## config.mk

```make
export PLATFORM = sky130hd
export DESIGN_NAME = sprite_rom_arbiter
export DESIGN_NICKNAME = d
export VERILOG_FILES = /design/src/rtl/sprite_pkg.sv /design/src/rtl/rr_arbiter.sv /design/src/rtl/sprite_rom_arbiter.sv
export SDC_FILE = /design/constraint.sdc
export NUM_CORES = 1
export LEC_CHECK = 0
export ABC_AREA = 1
export BUFFER_PORTS_ARGS = -buffer_cell sky130_fd_sc_hd__buf_2
export CORE_UTILIZATION = 45
export CTS_CLUSTER_SIZE = 30
export DETAILED_ROUTE_END_ITERATION = 8
export GPL_TIMING_DRIVEN = 0
export PLACE_DENSITY = 0.77
export SYNTH_ARGS = -nofsm -noshare
export SYNTH_HDL_FRONTEND = slang
export SYNTH_HIERARCHICAL = 1
export SYNTH_SLANG_ARGS = --single-unit
```

## constraint.sdc

```tcl
create_clock -name clock -period 5.38 [get_ports clock]
set_input_delay 1.076 -clock clock [delete_from_list [all_inputs] [get_ports clock]]
set_output_delay 1.076 -clock clock [all_outputs]
set_load 0.03 [all_outputs]
```

## src/rtl/sprite_pkg.sv

```systemverilog
// Sprite ROM layout shared by the fetch arbiter: IDs, bases, sizes.
// Widths and the ROM depth for the single-port spriteRAM.
package sprite_pkg;

   localparam int ADDR_W      = 18;
   localparam int DATA_W      = 5;
   localparam int ROM_DEPTH   = 156331;
   localparam int NUM_SPRITES = 11;
   localparam int BLANK_ADDR  = 1706;

   typedef enum logic [3:0] {
      SPR_CANNONBALL   = 4'd0,
      SPR_DEMO_R_RED   = 4'd1,
      SPR_DEMO_L_RED   = 4'd2,
      SPR_DEMO_R_BLU   = 4'd3,
      SPR_DEMO_L_BLU   = 4'd4,
      SPR_SKY          = 4'd5,
      SPR_GROUND       = 4'd6,
      SPR_BLANKING     = 4'd7,
      SPR_MAP1         = 4'd8,
      SPR_MAP2         = 4'd9,
      SPR_TILE_STONE   = 4'd10
   } sprite_id_e;

   localparam int unsigned SPRITE_BASE [NUM_SPRITES] = '{
      0, 204, 579, 954, 1329, 1704, 1705, 1706, 1707, 78507, 155307
   };

   localparam int unsigned SPRITE_SIZE [NUM_SPRITES] = '{
      204, 375, 375, 375, 375, 1, 1, 1, 76800, 76800, 1024
   };

   // Unused IDs map to base 0 and size 0.
   function automatic int unsigned sprite_base(input logic [3:0] id);
      return (id < 4'(NUM_SPRITES)) ? SPRITE_BASE[id] : 0;
   endfunction

   function automatic int unsigned sprite_size(input logic [3:0] id);
      return (id < 4'(NUM_SPRITES)) ? SPRITE_SIZE[id] : 0;
   endfunction

endpackage

```

## src/rtl/rr_arbiter.sv

```systemverilog
// Round-robin grant: search starts at rr_ptr and wraps.
// Pointer moves past the winner on each accepted grant.
module rr_arbiter #(
   parameter  int NUM_REQ = 4,
   localparam int IDW     = $clog2(NUM_REQ)
) (
   input  logic               clock,
   input  logic               reset,
   input  logic [NUM_REQ-1:0] req,
   input  logic               en,
   output logic [NUM_REQ-1:0] gnt,
   output logic [IDW-1:0]     idx
);

   logic [IDW-1:0] rr_ptr;
   logic           found;

   always_comb begin
      gnt   = '0;
      idx   = '0;
      found = 1'b0;
      for (int i = 0; i < NUM_REQ; i++) begin
         if (!found && req[(int'(rr_ptr) + i) % NUM_REQ]) begin
            found = 1'b1;
            gnt[(int'(rr_ptr) + i) % NUM_REQ] = 1'b1;
            idx = IDW'((int'(rr_ptr) + i) % NUM_REQ);
         end
      end
   end

   always_ff @(posedge clock) begin
      if (reset) begin
         rr_ptr <= '0;
      end else if (en && found) begin
         rr_ptr <= (idx == IDW'(NUM_REQ - 1)) ? '0 : idx + 1'b1;
      end
   end

endmodule

```

## src/rtl/sprite_rom_arbiter.sv

```systemverilog
// Shares spriteRAM among pixel fetchers; 2-cycle tagged responses.
// Optional bounds check: define SPRITE_ARB_BOUNDS_CHECK_EN.
module sprite_rom_arbiter #(
   parameter  int NUM_REQ = 4,
   parameter  int ADDR_W  = 18,
   parameter  int DATA_W  = 5,
   localparam int IDW     = $clog2(NUM_REQ)
) (
   input  logic                      clock,
   input  logic                      reset,
   input  logic [NUM_REQ-1:0]        req_valid,
   input  logic [NUM_REQ*4-1:0]      req_sprite,
   input  logic [NUM_REQ*ADDR_W-1:0] req_offset,
   output logic [NUM_REQ-1:0]        req_ready,
   output logic [ADDR_W-1:0]         ram_address,
   input  logic [DATA_W-1:0]         ram_q,
   output logic [NUM_REQ-1:0]        rsp_valid,
   output logic [DATA_W-1:0]         rsp_data,
   output logic [IDW-1:0]            rsp_id,
   output logic                      oob_err
);

   import sprite_pkg::*;

   logic [NUM_REQ-1:0] gnt;
   logic [IDW-1:0]     gidx;
   logic               acc;
   logic [3:0]         sid;
   logic [ADDR_W-1:0]  off;
   logic [ADDR_W-1:0]  sum;
   logic [ADDR_W-1:0]  addr;
   logic               oob;

   logic               s1_valid, s2_valid;
   logic [IDW-1:0]     s1_id, s2_id;
   logic               s1_oob, s2_oob;

   rr_arbiter #(.NUM_REQ(NUM_REQ)) u_arb (
      .clock (clock),
      .reset (reset),
      .req   (req_valid & {NUM_REQ{~reset}}),
      .en    (~reset),
      .gnt   (gnt),
      .idx   (gidx)
   );

   assign req_ready = gnt;
   assign acc       = |gnt;
   assign sid       = req_sprite[int'(gidx)*4 +: 4];
   assign off       = req_offset[int'(gidx)*ADDR_W +: ADDR_W];

   // Sum is one bit wider, then wraps into the ROM address space.
   assign sum = ADDR_W'({1'b0, off} + (ADDR_W+1)'(sprite_base(sid)));

`ifdef SPRITE_ARB_BOUNDS_CHECK_EN
   assign oob  = (sid >= 4'(NUM_SPRITES)) ||
                 (32'(off) >= sprite_size(sid));
   assign addr = oob ? ADDR_W'(BLANK_ADDR) : sum;
`else
   assign oob  = 1'b0;
   assign addr = sum;
`endif

   always_ff @(posedge clock) begin
      if (reset) begin
         ram_address <= '0;
         s1_valid    <= 1'b0;
         s1_id       <= '0;
         s1_oob      <= 1'b0;
         s2_valid    <= 1'b0;
         s2_id       <= '0;
         s2_oob      <= 1'b0;
      end else begin
         s1_valid <= acc;
         if (acc) begin
            ram_address <= addr;
            s1_id       <= gidx;
            s1_oob      <= oob;
         end
         s2_valid <= s1_valid;
         s2_id    <= s1_id;
         s2_oob   <= s1_oob;
      end
   end

   always_comb begin
      rsp_valid = '0;
      if (s2_valid) rsp_valid[s2_id] = 1'b1;
   end

   assign rsp_id   = s2_id;
   assign rsp_data = s2_oob ? '0 : ram_q;
   assign oob_err  = s2_valid & s2_oob;

endmodule
```

==> results by group <==
Run status
  – Outcome: finished, final reports clean

Floorplan
  – Ports: 133
  – Chip Width: 89.3 microns
  – Die footprint: 7980 sq um
  – Die Height: 89.3 microns
  – Initial Util: 47.0%
  – Num rows: 31
  – Core box area: 7290 sq um

GRT
  – Global-route wire length before repair: 16500 microns
  – Largest net degree at the start of global routing: 16
  – GRT Total Usage: 26.1%
  – Remaining Overflow, GRT: 0
  – Initial antenna violation count: 0
  – Vias in the first global route: 3686

Run
  – Max_cap viols: 0

Setup path
  – Critical path endpoint category: flop
  – Required time worst endpoint: 5560 ps
  – Critical Path Fanout Max: 15
  – Worst setup SP type: primary input
  – CP arrival: 5130 ps
  – Cell mode on critical path: inv_1
  – Setup Crit Path Kind: in -> reg
  – Slowest stage cell, crit path: fa_1
  – CP max stage delay: 400 ps

Detailed routing
  – Post-route ant nets: 0
  – Per-cell routed wire length: 12.6 microns
  – Total wire length: 10000 microns
  – Vias: 4128
  – DRT Pass-1 Iters: 5
  – Via density: 5.19
  – Detailed Route Iter0 Violations: 281
  – # DRC: 0

Synth
  – YS warnings: 6
  – Synth unique cells: 48
  – Register area share after synthesis: 15.2%
  – Synthesized area per cell: 6.06 sq um
  – Synth Instances: 566
  – FF+latch count, synth: 26
  – Asr flop ratio synth: 0%
  – Post-synth net total: 693
  – Top_reg_cell synth: dfxtp_1
  – Cell Area, Synth: 3430 sq um
  – Post-synth EDFFs: 0

STA
  – Rel. slew slack: 62.2%
  – Final hold viol count: 0
  – Fin. max-slew vios: 0
  – Final Cycle Share: 92.1%
  – Setup Skew: 2.54 ps
  – Setup violators final: 0
  – Setup total negative slack: 0 ps
  – Least-Margin Pin Slew: 567 ps
  – Max Freq: 202 MHz
  – Min Tclk post-route: 4950 ps
  – Crit path setup slack, layout: 426 ps

Clock network
  – Clk sinks: 26
  – H-tree depth: 1
  – CTS Root Cell: clkbuf_8
  – Worst-path clk slew: 80 ps
  – Bufs on Longest Clock Path: 2
  – CTS tree: done
  – Total CTS buffers: 3
  – Clk Latency, worst-skew pair: 270 ps
  – CTS Hold Bufs: 0

Min path
  – Worst Hold Class: reg -> reg

Place
  – GP Congestion: 1.01
  – DP Worst Slack: -378 ps
  – DPL Wire Length: 8420 microns
  – Port buffer count: 126

Finish
  – Ant diodes: 0
  – Area delta synth->final: 25.3%
  – Share of cells above drive strength 1: 28.1%
  – Post-layout nets: 825
-- area by class of cell --
cell class	instances	area, sq um
inverters	85	327
well taps	99	124
clock inverters	1	30.0
clock buffers	3	41.3
multi-input cells	431	2450
fillers	762	2990
repair buffers	128	648
flip-flops and latches	26	520
plain buffers	23	159
-- critical path, delay by kind of cell --
kind,cells,cell delay [ps]
compound gates,2,290
fa+ha+maj,3,860
buf+inv,11,980
simple gates,20,1900
-- final timing paths --
check / from / endpoint / slack (ps) / cells past startpoint
worst min register to register: s1_valid / s2_valid / 420 / 2
worst max register to register: u_arb/rr_ptr[1] / ram_address[12] / 530 / 34
worst min-delay path: s1_valid / s2_valid / 420 / 2
worst max-delay path: reset / ram_address[12] / 430 / 36
-- synthesized netlist by cell type (5+ instances only) --
library cell	n	area, sq um
o21bai_1	7	52.6
nand3_1	35	175
xor2_1	5	43.8
inv_1	79	297
nor2_1	85	319
nand2_2	11	68.8
o21ai_1	7	35.0
nand2_1	113	424
nor3_1	6	30.0
nand3_2	6	60.1
o21ai_0	44	220
dfxtp_1	26	521
clkbuf_1	10	37.5
buf_4	6	45.0
o22ai_1	16	100
a21oi_1	23	115
ha_1	27	338
-- state kept, by name, summed over array words and instances, names as in the netlist, named ones only --
| name | count |
|---|---|
| ram_address | 18 |
| rsp_id | 2 |
| s1_id | 2 |
| s1_valid | 1 |
| s2_valid | 1 |
| u_arb/rr_ptr | 1 |
-- metal layers --
| metal | vias to the layer above | GRT usage (%) | part of all wire, % | wire, microns |
|---|---|---|---|---|
| met4 | 0 | 4.47 | 1.4 | 136 |
| met2 | 139 | 47.7 | 50 | 5020 |
| met1 | 1868 | 33.1 | 43 | 4350 |
| met5 | - | 0 | 0 | 0 |
| li1 | 2103 | - | - | - |
| met3 | 18 | 3.14 | 5.3 | 531 |
-- kinds of logic after synthesis --
family | share of synthesized area [%]
flip-flops | 15.2
multiplexers | 0.292
buffers and inverters | 14.3
other | 0.109
AO/OA/AOI/OAI | 19.9
AND/OR/NAND/NOR | 38.3
adder cells (fa/ha/maj) | 10.4
XOR/XNOR | 1.53
-- repair_timing --
action                                  in CTS  in global routing
buffers inserted                             0                  2
resized for setup                            0                 11
endpoints found under the setup margin       9                 14
pin swaps                                    0                  2
gates cloned                                 0                  0
-- cells in the final DEF, fill, tap and decap left out, types with 4 or more instances in the layout --
master and instances:
buf_2 128, nand2_1 110, nor2_1 81, inv_1 79
o21ai_0 44, nand3_1 35, dfxtp_1 26, ha_1 25
a21oi_1 23, o22ai_1 16, nand2_2 14, clkbuf_1 9
buf_4 8, o21ai_1 7, o21bai_1 7, nand3_2 6
nor2_2 6, nor3_1 6, xor2_1 5, inv_2 4
buf_6 4, a21o_1 4, nand4_1 4, o211ai_1 4
a31oi_1 4
-- metrics by stage --
step           instance area, sq um  std cells  hold slack (ps)  util (%)
2_1_floorplan                  3430        566              388         -
3_3_place_gp                   4190        791              395      57.4
3_5_place_dp                   4190        791              399      57.4
4_1_cts                        4250        794              417      58.3
5_1_grt                        4300        796              436      59.0
6_report                       4300        796              415      59.0
Power is left out: the tool's default activity adds up to more than one toggle a clock period on the data nets, which glitch-free logic cannot reach.
